==> src/rtl/aes_stream_adapter_if.sv <==
// 32-bit valid/ready word stream with an end-of-message flag.
// The master drives data/valid/last and the slave answers with ready.
interface aes_stream_adapter_if;
   logic [31:0] data;
   logic        valid;
   logic        ready;
   logic        last;

   modport master (output data, output valid, output last, input ready);
   modport slave  (input data, input valid, input last, output ready);
endinterface

==> src/rtl/aes_stream_adapter.sv <==
// Stream front/back end for a 128-bit iterative AES core.
// Input words are packed into blocks, CBC chaining is optionally applied,
// the block is handed to the core, and the result is serialised back onto
// a 32-bit stream. One block of input buffering lets the next block be
// collected while the core runs or the output drains.
module aes_stream_adapter (
   input  logic                 clk,
   input  logic                 rst_n,
   input  logic [127:0]         cfg_key,
   input  logic [127:0]         cfg_iv,
   input  logic                 cfg_mode,
   input  logic                 cfg_cbc,
   input  logic                 cfg_load,
   output logic                 busy,
   aes_stream_adapter_if.slave  s,
   aes_stream_adapter_if.master m,
   output logic                 aes_start,
   output logic                 aes_mode,
   output logic [127:0]         aes_key,
   output logic [127:0]         aes_in,
   input  logic [127:0]         aes_cipher,
   input  logic                 aes_ready
);

   typedef enum logic [1:0] {
      C_IDLE  = 2'd0,
      C_START = 2'd1,
      C_WAIT  = 2'd2
   } core_state_t;

   core_state_t  state, state_nxt;

   logic [127:0] key_q, iv_q, chain_q;
   logic         mode_q, cbc_q;

   logic [127:0] in_buf;
   logic [2:0]   in_cnt;
   logic         in_last;
   logic         rdy_en;

   logic [127:0] blk_reg;
   logic         blk_last;

   logic [127:0] out_buf;
   logic [2:0]   out_cnt;
   logic         out_last;

   logic         take_blk;
   logic         done;
   logic         s_rdy;
   logic         s_xfer;
   logic         m_xfer;
   logic [127:0] blk_in;
   logic [127:0] result;

   // Input side is held not-ready while in reset so every output reads 0 then.
   assign s_rdy   = rdy_en & (in_cnt < 3'd4);
   assign s.ready = s_rdy;
   assign s_xfer  = s.valid & s_rdy;

   assign m.valid = (out_cnt != 3'd0);
   assign m.data  = out_buf[127:96];
   assign m.last  = out_last & (out_cnt == 3'd1);
   assign m_xfer  = m.valid & m.ready;

   assign aes_in   = blk_reg;
   assign aes_key  = key_q;
   assign aes_mode = mode_q;

   assign busy = (in_cnt != 3'd0) | (state != C_IDLE) | (out_cnt != 3'd0);

   // Encrypt+CBC whitens the plaintext with the chain before the core.
   assign blk_in = (cbc_q & ~mode_q) ? (in_buf ^ chain_q) : in_buf;
   // Decrypt+CBC removes the chain after the core.
   assign result = (cbc_q & mode_q) ? (aes_cipher ^ chain_q) : aes_cipher;

   // Core FSM state register.
   // NOTE: sequential state uses non-blocking (<=) so every flop samples pre-edge values.
   always_ff @(posedge clk or negedge rst_n) begin
      if (!rst_n) state <= C_IDLE;
      else        state <= state_nxt;
   end

   // Core FSM next state and the take/start/done strobes.
   // NOTE: every signal written here gets a default first, so no latch is inferred.
   always_comb begin
      state_nxt = state;
      take_blk  = 1'b0;
      done      = 1'b0;
      aes_start = 1'b0;
      unique case (state)
         C_IDLE: begin
            if (in_cnt == 3'd4 && out_cnt == 3'd0) begin
               take_blk  = 1'b1;
               state_nxt = C_START;
            end
         end
         C_START: begin
            aes_start = 1'b1;
            state_nxt = C_WAIT;
         end
         C_WAIT: begin
            if (aes_ready) begin
               done      = 1'b1;
               state_nxt = C_IDLE;
            end
         end
         default: state_nxt = C_IDLE;
      endcase
   end

   // Enable the input handshake from the first clock after reset.
   always_ff @(posedge clk or negedge rst_n) begin
      if (!rst_n) rdy_en <= 1'b0;
      else        rdy_en <= 1'b1;
   end

   // Input packer: words shift in so the first word ends up in [127:96].
   always_ff @(posedge clk or negedge rst_n) begin
      if (!rst_n) begin
         // NOTE: data buffers are reset as well, so a mid-operation reset leaves no stale block behind.
         in_buf  <= '0;
         in_cnt  <= 3'd0;
         in_last <= 1'b0;
      end else if (take_blk) begin
         in_cnt <= 3'd0;
      end else if (s_xfer) begin
         in_buf <= {in_buf[95:0], s.data};
         in_cnt <= in_cnt + 3'd1;
         if (in_cnt == 3'd3) in_last <= s.last;
      end
   end

   // Block register handed to the core; stable from C_START until aes_ready.
   always_ff @(posedge clk or negedge rst_n) begin
      if (!rst_n) begin
         blk_reg  <= '0;
         blk_last <= 1'b0;
      end else if (take_blk) begin
         blk_reg  <= blk_in;
         blk_last <= in_last;
      end
   end

   // Output serialiser: loaded with the result, shifted out one word per transfer.
   always_ff @(posedge clk or negedge rst_n) begin
      if (!rst_n) begin
         out_buf  <= '0;
         out_cnt  <= 3'd0;
         out_last <= 1'b0;
      end else if (done) begin
         out_buf  <= result;
         out_cnt  <= 3'd4;
         out_last <= blk_last;
      end else if (m_xfer) begin
         out_buf <= {out_buf[95:0], 32'h0};
         out_cnt <= out_cnt - 3'd1;
      end
   end

   // Configuration and CBC chain; a new message restarts the chain from the IV.
   always_ff @(posedge clk or negedge rst_n) begin
      if (!rst_n) begin
         key_q   <= '0;
         iv_q    <= '0;
         chain_q <= '0;
         mode_q  <= 1'b0;
         cbc_q   <= 1'b0;
      end else if (cfg_load && !busy) begin
         key_q   <= cfg_key;
         iv_q    <= cfg_iv;
         chain_q <= cfg_iv;
         mode_q  <= cfg_mode;
         cbc_q   <= cfg_cbc;
      end else if (done && cbc_q) begin
         if (blk_last)    chain_q <= iv_q;
         else if (mode_q) chain_q <= blk_reg;
         else             chain_q <= aes_cipher;
      end
   end

endmodule
==> src/flat_wrapper.sv <==
// flat-port wrapper written by rule: the top's interface ports become plain ports
module aes_stream_adapter_flat 
  (clk, rst_n, cfg_key, cfg_iv, cfg_mode, cfg_cbc, cfg_load, busy, aes_start, aes_mode, aes_key, aes_in, aes_cipher, aes_ready, s_data, s_valid, s_last, s_ready, m_data, m_valid, m_last, m_ready);
  aes_stream_adapter_if s_i ();
  aes_stream_adapter_if m_i ();
  input  logic clk;
  input  logic rst_n;
  input  logic [127:0] cfg_key;
  input  logic [127:0] cfg_iv;
  input  logic cfg_mode;
  input  logic cfg_cbc;
  input  logic cfg_load;
  output logic busy;
  output logic aes_start;
  output logic aes_mode;
  output logic [127:0] aes_key;
  output logic [127:0] aes_in;
  input  logic [127:0] aes_cipher;
  input  logic aes_ready;
  input wire logic [$bits(s_i.data)-1:0] s_data;
  input wire logic [$bits(s_i.valid)-1:0] s_valid;
  input wire logic [$bits(s_i.last)-1:0] s_last;
  output wire logic [$bits(s_i.ready)-1:0] s_ready;
  output wire logic [$bits(m_i.data)-1:0] m_data;
  output wire logic [$bits(m_i.valid)-1:0] m_valid;
  output wire logic [$bits(m_i.last)-1:0] m_last;
  input wire logic [$bits(m_i.ready)-1:0] m_ready;
  assign s_i.data = s_data;
  assign s_i.valid = s_valid;
  assign s_i.last = s_last;
  assign s_ready = s_i.ready;
  assign m_data = m_i.data;
  assign m_valid = m_i.valid;
  assign m_last = m_i.last;
  assign m_i.ready = m_ready;
  aes_stream_adapter u_core (.clk(clk), .rst_n(rst_n), .cfg_key(cfg_key), .cfg_iv(cfg_iv), .cfg_mode(cfg_mode), .cfg_cbc(cfg_cbc), .cfg_load(cfg_load), .busy(busy), .s(s_i), .m(m_i), .aes_start(aes_start), .aes_mode(aes_mode), .aes_key(aes_key), .aes_in(aes_in), .aes_cipher(aes_cipher), .aes_ready(aes_ready));
endmodule
==> config.mk <==
export PLATFORM = sky130hd
export DESIGN_NAME = aes_stream_adapter_flat
export DESIGN_NICKNAME = d
export VERILOG_FILES = /design/src/rtl/aes_stream_adapter_if.sv /design/src/rtl/aes_stream_adapter.sv /design/src/flat_wrapper.sv
export SDC_FILE = /design/constraint.sdc
export NUM_CORES = 1
export LEC_CHECK = 0
export CORE_ASPECT_RATIO = 0.7
export CORE_UTILIZATION = 35
export CTS_BUF_LIST = sky130_fd_sc_hd__clkbuf_16
export CTS_CLUSTER_SIZE = 30
export DETAILED_ROUTE_END_ITERATION = 6
export SLEW_MARGIN = 10
export SYNTH_ARGS = -nofsm -noshare
export SYNTH_HDL_FRONTEND = slang
export SYNTH_SLANG_ARGS = --single-unit
==> constraint.sdc <==
create_clock -name clk -period 1.9 [get_ports clk]
set_input_delay 0.475 -clock clk [delete_from_list [all_inputs] [get_ports clk]]
set_output_delay 0.475 -clock clk [all_outputs]
set_load 0.1 [all_outputs]
==> results of run 1 <==
==> through the flow <==
stage          hold WS, ns  power [uW]  setup WS (ns)  std cells  utilization
2_1_floorplan       0.1794       17950        0.01933       3663            -
3_3_place_gp        0.3968       20040        -0.3380       5770       0.4817
3_5_place_dp        0.3937       20040        -0.3757       5770       0.4817
4_1_cts             0.2621       36440        -0.5689       5992       0.5209
5_1_grt             0.2814       37350        -0.5975       6073       0.5419
6_report            0.2980       36290        -0.5271       6074       0.5419
==> per-layer routing <==
| metal | wire length [um] | vias to the layer above |
|---|---|---|
| met5 | 172 | - |
| met4 | 3693 | 26 |
| met3 | 15720 | 208 |
| met2 | 69670 | 1364 |
| met1 | 68710 | 15981 |
| li1 | - | 14172 |
==> worst register-to-register path, delay by kind of cell, from the launching register on <==
family	cells	cell delay, ns
flip-flops	1	0.39
adder cells (fa/ha/maj)	1	0.13
buffers and inverters	6	1.04
AND/OR/NAND/NOR	2	0.31
multiplexers	1	0.31
==> cells in the mapped netlist (all sizes together) (2+ instances only) <==
| cell type | n | area (um2) |
|---|---|---|
| a21oi | 130 | 654.4 |
| a31oi | 129 | 807.0 |
| and2 | 3 | 21.28 |
| and3 | 2 | 12.51 |
| buf | 204 | 1440 |
| clkbuf | 91 | 341.6 |
| dfrtp | 782 | 19570 |
| ha | 6 | 75.07 |
| inv | 6 | 22.52 |
| mux2 | 259 | 2917 |
| mux2i | 224 | 2242 |
| nand2 | 937 | 3522 |
| nand3 | 96 | 480.5 |
| nor2 | 259 | 972.2 |
| nor2b | 4 | 27.53 |
| o211ai | 128 | 960.9 |
| o21ai | 133 | 665.6 |
| or2 | 2 | 12.51 |
| xnor2 | 97 | 849.6 |
| xor2 | 160 | 1401 |
==> power by group <==
group | total, uW | leakage (uW) | switching, uW | internal [uW]
clock network | 16300 | 0.00137 | 7410 | 8920
registers | 16700 | 0.0109 | 38.2 | 16700
logic | 3240 | 0.0140 | 1610 | 1630
==> layout make-up <==
cell class	count	area, um2	area share
Sequential cell	782	19580	0.3456
Multi-Input combinational cell	2579	16600	0.2929
Timing Repair Buffer	1126	16020	0.2827
Clock buffer	86	2152	0.03798
Tap cell	1414	1769	0.03123
Clock inverter	69	473.0	0.008348
Inverter	7	41.29	0.0007288
Antenna cell	11	27.53	0.0004858
==> cells in the final DEF, fill, tap and decap left out, drive strengths merged, types with 2 or more instances in the layout <==
cell type      Yosys  final
a21oi            130    130
a31oi            129    129
and2               3      3
and3               2      2
buf              204    663
bufbuf             0      5
bufinv             0      5
clkbuf            91    120
clkdlybuf4s50      0    423
clkinv             1     40
clkinvlp           0      2
dfrtp            782    782
diode              0     11
ha                 6      6
inv                6     29
mux2             259    259
mux2i            224    224
nand2            937    937
nand3             96     96
nor2             259    259
nor2b              4      4
o211ai           128    128
o21ai            133    133
or2                2      2
xnor2             97     97
xor2             160    160
==> sequential cells by signal, indices dropped and copies added, names as in the netlist, 2 cells and up <==
register,cells
u_core.aes_in,128
u_core.aes_key,128
u_core.chain_q,128
u_core.in_buf,128
u_core.in_cnt,3
u_core.iv_q,128
u_core.out_buf,128
u_core.out_cnt,3
u_core.state,2
==> kinds of logic (layout without fill, tap and decap cells) <==
logic type / Yosys count / in the layout / synth area share
adders and majority gates: 6 / 6 / 0.002025
buffers and inverters: 302 / 1288 / 0.04878
AOI/OAI and AO/OA: 522 / 522 / 0.08368
DFF: 782 / 782 / 0.5280
and+or+nand+nor: 1310 / 1310 / 0.1376
xor gates and xnor gates: 257 / 257 / 0.06073
other: 1 / 12 / 0.0001012
muxes: 483 / 483 / 0.1392
==> how the worst min path moves through the flow <==
stage	start	to	slack (ns)	depth (start not counted)
floorplan	rst_n	u_core.aes_in[0]	0.18	0
global placement	rst_n	u_core.aes_key[125]	0.40	1
detailed placement	rst_n	u_core.aes_key[125]	0.39	1
CTS	rst_n	u_core.aes_key[125]	0.26	2
global route	rst_n	u_core.aes_key[125]	0.28	2
finish	rst_n	u_core.aes_key[125]	0.30	2
==> what timing repair did <==
action                     4_1_cts  5_1_grt
hold buffers                     1        0
buffers inserted                41       41
setup endpoints to repair      187      622
cloned                          27       37
hold endpoints to repair         4        0
resized for setup               97      258
pin swaps                        3        2
==> run_summary.xml, run 1 <==
<?xml version="1.0" encoding="UTF-8"?>
<metrics>
  <group name="timing">
    <metric name="finalClockSkew" unit="ns">0.02807</metric>
    <metric name="worstMarginPinSlew" unit="ns">0.5754</metric>
    <metric name="finalSetupViolations" unit="">617</metric>
    <metric name="max_slew_margin" unit="">0.6164</metric>
    <metric name="setup_ws" unit="ns">-0.5271</metric>
    <metric name="fmax" unit="MHz">412.0</metric>
    <metric name="final_min_period_over_clock_period" unit="">1.277</metric>
    <metric name="final-max-slew-violation-count" unit="">0</metric>
    <metric name="hold_viol" unit="">0</metric>
    <metric name="timing.setup.tns" unit="ns">-120.26</metric>
    <metric name="final_period_minus_worst_setup_slack" unit="ns">2.427</metric>
    <metric name="grt_setup_unrepaired" unit="">yes</metric>
  </group>
  <group name="worst_setup_path">
    <metric name="timing.critical_path.fanout_max" unit="">2</metric>
    <metric name="timing.critical_path.cells" unit="">inv_2 -&gt; ha_4 -&gt; nor2b_4 -&gt; buf_6 -&gt; and3_4 -&gt; nand2_4 -&gt; buf_12</metric>
    <metric name="worst-r2r-setup-slack" unit="ns">-0.40</metric>
    <metric name="rr_endpoint" unit="">u_core.aes_key[113]</metric>
    <metric name="critPathCaptureType" unit="">output pin</metric>
    <metric name="critPathSlowestCell" unit="">sky130_fd_sc_hd__dfrtp_1</metric>
    <metric name="critical_path_depth" unit="">7</metric>
    <metric name="cpPeakStageDelay" unit="ns">0.39</metric>
    <metric name="worst_setup_path_endpoint" unit="">busy</metric>
    <metric name="timing.critical_path.from" unit="">u_core.out_cnt[0]</metric>
    <metric name="start_kind" unit="">register</metric>
    <metric name="critical_path.top_delay_family" unit="">simple AND/OR/NAND/NOR gates</metric>
    <metric name="worstPathBufferInverterCount" unit="">3</metric>
    <metric name="regToRegStartpoint" unit="">u_core.out_cnt[0]</metric>
    <metric name="cp.required" unit="ns">1.42</metric>
    <metric name="criticalPathCategory" unit="">reg2out</metric>
    <metric name="reg2regPathDepth" unit="">10</metric>
    <metric name="crit_arrival" unit="ns">1.95</metric>
  </group>
  <group name="synth">
    <metric name="synth_area" unit="um2">37070</metric>
    <metric name="synth-edff-count" unit="">0</metric>
    <metric name="netlist_instances" unit="">3663</metric>
    <metric name="postSynthNetCount" unit="">4094</metric>
    <metric name="ys_seq_area_frac" unit="">0.5280</metric>
    <metric name="synthFlopType" unit="">sky130_fd_sc_hd__dfrtp_1</metric>
    <metric name="synth_area_per_cell" unit="um2">10.12</metric>
    <metric name="yosys_warnings" unit="">0</metric>
    <metric name="synth-seq-cells" unit="">782</metric>
    <metric name="synth.lib_cells_used.distinct" unit="">44</metric>
    <metric name="ys_async_sr_fraction" unit="">1.000</metric>
  </group>
  <group name="placement">
    <metric name="placement.cell_area" unit="um2">50360</metric>
    <metric name="globalplace.congestion" unit="">0.8680</metric>
    <metric name="dpl.hpwl" unit="mm">110.7</metric>
    <metric name="port_buffers" unit="">718</metric>
  </group>
  <group name="min_path">
    <metric name="hold_wc_path_type" unit="">in2async</metric>
  </group>
  <group name="drt">
    <metric name="first_iter_violations" unit="">3081</metric>
    <metric name="drt-pass1-iter-count" unit="">5</metric>
    <metric name="wire_per_inst" unit="um">26.01</metric>
    <metric name="postRouteWirelength" unit="mm">158.0</metric>
    <metric name="via_count" unit="">31751</metric>
    <metric name="route.detailed.drc" unit="">0</metric>
    <metric name="detail-route-antenna-nets" unit="">0</metric>
    <metric name="drt-vias-per-instance" unit="">5.227</metric>
  </group>
  <group name="cts">
    <metric name="cts_tree" unit="">yes</metric>
    <metric name="clock_latency" unit="ns">0.68</metric>
    <metric name="clk_root_buffer_cell" unit="">sky130_fd_sc_hd__clkbuf_16</metric>
    <metric name="clock_tree.buffer_depth" unit="">3</metric>
    <metric name="htreeDepth" unit="">3</metric>
    <metric name="count_of_clock_tree_sinks" unit="">782</metric>
    <metric name="tritoncts.num_buffers" unit="">85</metric>
    <metric name="cts.clk_slew.worst_paths" unit="ns">0.07</metric>
  </group>
  <group name="grt">
    <metric name="antenna_found_initial" unit="">26</metric>
    <metric name="grt_overflow_total" unit="">0</metric>
    <metric name="grt_pass1_wl" unit="mm">214.1</metric>
    <metric name="via_count_of_the_first_global_routing_pass" unit="">30054</metric>
    <metric name="track_usage" unit="">0.2755</metric>
    <metric name="global_route.usage.met1" unit="">0.3873</metric>
    <metric name="met3_use_gr" unit="">0.1001</metric>
    <metric name="global_route.peak_usage_layer" unit="">met2</metric>
    <metric name="grt_util_met2" unit="">0.3994</metric>
    <metric name="grt_start_max_net_pins" unit="">84</metric>
  </group>
  <group name="final_layout">
    <metric name="final_layout_size_suffix_gt1_frac" unit="">0.2388</metric>
    <metric name="filler_cell_count" unit="">8897</metric>
    <metric name="post-route-cell-area" unit="um2">56660</metric>
    <metric name="nNetsFinal" unit="">5012</metric>
    <metric name="area.growth.synth_to_final" unit="%">52.86</metric>
  </group>
  <group name="run">
    <metric name="max_cap_violations" unit="">0</metric>
  </group>
  <group name="pwr">
    <metric name="power_density" unit="nW/um2">640.5</metric>
    <metric name="power.leakage" unit="uW">0.02630</metric>
    <metric name="vdd_ir_drop_max" unit="mV">0.5707</metric>
  </group>
  <group name="die">
    <metric name="design.portCount" unit="">719</metric>
    <metric name="die-area" unit="um2">107200</metric>
    <metric name="core_region" unit="um2">104500</metric>
    <metric name="die_w" unit="um">391.0</metric>
    <metric name="core.rowCount" unit="">99</metric>
    <metric name="initial_core_util" unit="">0.3545</metric>
    <metric name="chipHeight" unit="um">274.3</metric>
  </group>
  <group name="run_status">
    <metric name="status" unit="">complete, but fails checks</metric>
    <metric name="violations" unit="">negative setup slack</metric>
  </group>
</metrics>
Note: power is estimated with default switching activity, not from simulation.
==> inputs of run 2 (changes only) <==
--- a/config.mk
+++ b/config.mk
@@ -6,6 +6,7 @@
 export NUM_CORES = 1
 export LEC_CHECK = 0
 export CORE_ASPECT_RATIO = 0.7
+export CORE_MARGIN = 2
 export CORE_UTILIZATION = 35
 export CTS_BUF_LIST = sky130_fd_sc_hd__clkbuf_16
 export CTS_CLUSTER_SIZE = 30
==> run_summary.xml, run 2 (same netlist as run 1, synthesis figures left out) <==
<?xml version="1.0" encoding="UTF-8"?>
<metrics>
  <group name="worst_setup_path">
    <metric name="regToRegStartpoint" unit="">u_core.out_cnt[1]</metric>
    <metric name="reg2regPathDepth" unit="">12</metric>
    <metric name="timing.critical_path.fanout_max" unit="">2</metric>
    <metric name="start_kind" unit="">register</metric>
    <metric name="cpPeakStageDelay" unit="ns">0.39</metric>
    <metric name="timing.critical_path.from" unit="">u_core.out_cnt[1]</metric>
    <metric name="critPathCaptureType" unit="">output pin</metric>
    <metric name="critPathSlowestCell" unit="">sky130_fd_sc_hd__dfrtp_1</metric>
    <metric name="cp.required" unit="ns">1.42</metric>
    <metric name="crit_arrival" unit="ns">1.97</metric>
    <metric name="worst_setup_path_endpoint" unit="">busy</metric>
    <metric name="worst-r2r-setup-slack" unit="ns">-0.49</metric>
    <metric name="rr_endpoint" unit="">u_core.iv_q[106]</metric>
    <metric name="criticalPathCategory" unit="">reg2out</metric>
    <metric name="timing.critical_path.cells" unit="">inv_2 -&gt; ha_4 -&gt; nor2b_4 -&gt; buf_6 -&gt; and3_4 -&gt; nand2_4 -&gt; buf_12</metric>
  </group>
  <group name="final_layout">
    <metric name="filler_cell_count" unit="">8957</metric>
    <metric name="post-route-cell-area" unit="um2">56550</metric>
    <metric name="finish.utilization" unit="">0.5410</metric>
    <metric name="area.growth.synth_to_final" unit="%">52.58</metric>
    <metric name="nNetsFinal" unit="">4978</metric>
    <metric name="most-common-layout-cells" unit="">sky130_fd_sc_hd__nand2_1, sky130_fd_sc_hd__dfrtp_1, sky130_fd_sc_hd__clkdlybuf4s50_1, sky130_fd_sc_hd__buf_12, sky130_fd_sc_hd__mux2i_1</metric>
    <metric name="final_layout_size_suffix_gt1_frac" unit="">0.2419</metric>
    <metric name="most_common_library_cell_in_the_layout_ignoring_fill_and_taps" unit="">sky130_fd_sc_hd__nand2_1</metric>
  </group>
  <group name="timing">
    <metric name="max_slew_margin" unit="">0.5549</metric>
    <metric name="holdWs" unit="ns">0.2793</metric>
    <metric name="hold_viol" unit="">0</metric>
    <metric name="final_period_minus_worst_setup_slack" unit="ns">2.446</metric>
    <metric name="finalSetupViolations" unit="">584</metric>
    <metric name="finalClockSkew" unit="ns">0.02418</metric>
    <metric name="timing.setup.tns" unit="ns">-143.88</metric>
    <metric name="fmax" unit="MHz">408.9</metric>
    <metric name="final-max-slew-violation-count" unit="">0</metric>
    <metric name="grt_setup_unrepaired" unit="">yes</metric>
    <metric name="setup_ws" unit="ns">-0.5456</metric>
    <metric name="final_min_period_over_clock_period" unit="">1.287</metric>
    <metric name="worstMarginPinSlew" unit="ns">0.6677</metric>
  </group>
  <group name="drt">
    <metric name="first_iter_violations" unit="">3300</metric>
    <metric name="drt-vias-per-instance" unit="">5.214</metric>
    <metric name="via_count" unit="">31500</metric>
    <metric name="postRouteWirelength" unit="mm">156.0</metric>
    <metric name="wire_per_inst" unit="um">25.82</metric>
    <metric name="route.detailed.drc" unit="">0</metric>
    <metric name="drt-pass1-iter-count" unit="">6</metric>
    <metric name="detail-route-antenna-nets" unit="">0</metric>
  </group>
  <group name="grt">
    <metric name="antenna_found_initial" unit="">18</metric>
    <metric name="grt_overflow_total" unit="">0</metric>
    <metric name="grt_pass1_wl" unit="mm">219.6</metric>
    <metric name="track_usage" unit="">0.2766</metric>
    <metric name="via_count_of_the_first_global_routing_pass" unit="">30738</metric>
    <metric name="grt_start_max_net_pins" unit="">101</metric>
  </group>
  <group name="cts">
    <metric name="count_of_clock_tree_sinks" unit="">782</metric>
    <metric name="cts_tree" unit="">yes</metric>
    <metric name="clock_latency" unit="ns">0.69</metric>
    <metric name="clk_root_buffer_cell" unit="">sky130_fd_sc_hd__clkbuf_16</metric>
    <metric name="cts.clk_slew.worst_paths" unit="ns">0.06</metric>
    <metric name="htreeDepth" unit="">3</metric>
    <metric name="clock_tree.buffer_depth" unit="">3</metric>
    <metric name="tritoncts.num_buffers" unit="">87</metric>
  </group>
  <group name="placement">
    <metric name="port_buffers" unit="">718</metric>
    <metric name="placement.cell_area" unit="um2">50260</metric>
    <metric name="dpl.hpwl" unit="mm">110.8</metric>
    <metric name="dp_slack" unit="ns">-0.3481</metric>
    <metric name="globalplace.congestion" unit="">0.8780</metric>
  </group>
  <group name="pwr">
    <metric name="power.leakage" unit="uW">0.02634</metric>
    <metric name="p_switching" unit="uW">9234</metric>
    <metric name="pwr-share-clk" unit="">0.454</metric>
    <metric name="comb_power_share" unit="">0.097</metric>
    <metric name="switching_share" unit="">0.2476</metric>
    <metric name="power_frac_seq" unit="">0.448</metric>
    <metric name="cellInternalPower" unit="uW">28060</metric>
    <metric name="vdd_ir_drop_max" unit="mV">0.6021</metric>
    <metric name="power_density" unit="nW/um2">659.4</metric>
  </group>
  <group name="run_status">
    <metric name="violations" unit="">negative setup slack</metric>
    <metric name="status" unit="">complete, but fails checks</metric>
  </group>
  <group name="min_path">
    <metric name="hold_wc_path_type" unit="">in2async</metric>
  </group>
  <group name="die">
    <metric name="die_w" unit="um">393.0</metric>
    <metric name="core_region" unit="um2">104500</metric>
    <metric name="chipHeight" unit="um">276.3</metric>
    <metric name="die-area" unit="um2">108600</metric>
    <metric name="design.portCount" unit="">719</metric>
    <metric name="initial_core_util" unit="">0.3545</metric>
    <metric name="core.rowCount" unit="">99</metric>
  </group>
  <group name="run">
    <metric name="max_cap_violations" unit="">0</metric>
  </group>
</metrics>
## run 2: cell types whose count changed in the layout (fill, tap and decap cells not counted), moves of 10 or more
cell,delta
sky130_fd_sc_hd__o21ai_0,-19
sky130_fd_sc_hd__nor2_1,-11
sky130_fd_sc_hd__nor2_4,-10
sky130_fd_sc_hd__mux2_4,+31
sky130_fd_sc_hd__nor2_2,+21
sky130_fd_sc_hd__buf_4,-25
sky130_fd_sc_hd__mux2_1,-29
sky130_fd_sc_hd__clkbuf_16,-11
sky130_fd_sc_hd__buf_8,-12
sky130_fd_sc_hd__o21ai_1,+19
## run 2: timing repair
item / 4_1_cts / 5_1_grt
hold endpoints to repair: 98 / 0
setup buffers: 39 / 16
hold buffers: 1 / 0
setup endpoints to repair: 259 / 651
pin swaps: 6 / 0
gates cloned: 37 / 23
gates resized for setup: 234 / 165
## run 2: worst min path at each step
stage	startpoint	end	slack (ns)	depth (start not counted)
2_1_floorplan	rst_n	u_core.aes_in[0]	0.18	0
3_3_place_gp	rst_n	u_core.chain_q[9]	0.39	1
3_5_place_dp	rst_n	u_core.iv_q[9]	0.38	1
4_1_cts	rst_n	u_core.iv_q[11]	0.26	2
5_1_grt	rst_n	u_core.iv_q[11]	0.27	2
6_report	rst_n	u_core.aes_in[9]	0.28	2
## run 2: metrics by stage
step,instances,power [uW]
after detailed placement,5760,20050
after CTS,5995,37110
after floorplan,3663,17950
after global routing,6039,38410
after global placement,5760,20040
final,6041,37290
## run 2: power by group through the flow
stage	Sequential, uW	Clock, uW	Combinational, uW
2_1_floorplan	17000	0	924
3_3_place_gp	17000	0	3020
3_5_place_dp	17000	0	3020
4_1_cts	16700	17200	3210
5_1_grt	16700	17900	3820
6_report	16700	16900	3620
## run 2: area by class of cell
type / count / area, um2 / share of cell area
Tap cell: 1414 / 1769 / 0.03128
Multi-Input combinational cell: 2580 / 16780 / 0.2967
Sequential cell: 782 / 19580 / 0.3462
Antenna cell: 10 / 25.02 / 0.0004425
Inverter: 7 / 41.29 / 0.0007301
Clock inverter: 71 / 550.5 / 0.009735
Timing Repair Buffer: 1089 / 15610 / 0.2760
Clock buffer: 88 / 2202 / 0.03894
## run 2: layer usage
metal | routed length (um) | track usage
met1 | 67730 | 0.3948
met2 | 69400 | 0.4084
met3 | 15130 | 0.08464
met4 | 3630 | 0.06553
met5 | 119 | 0
## run 2: critical path: cells and delay by family, from the launching register on
kind	cells	cell delay (ns)
flops	1	0.39
fa+ha+maj	1	0.14
buf+inv	3	0.35
simple gates	3	0.40
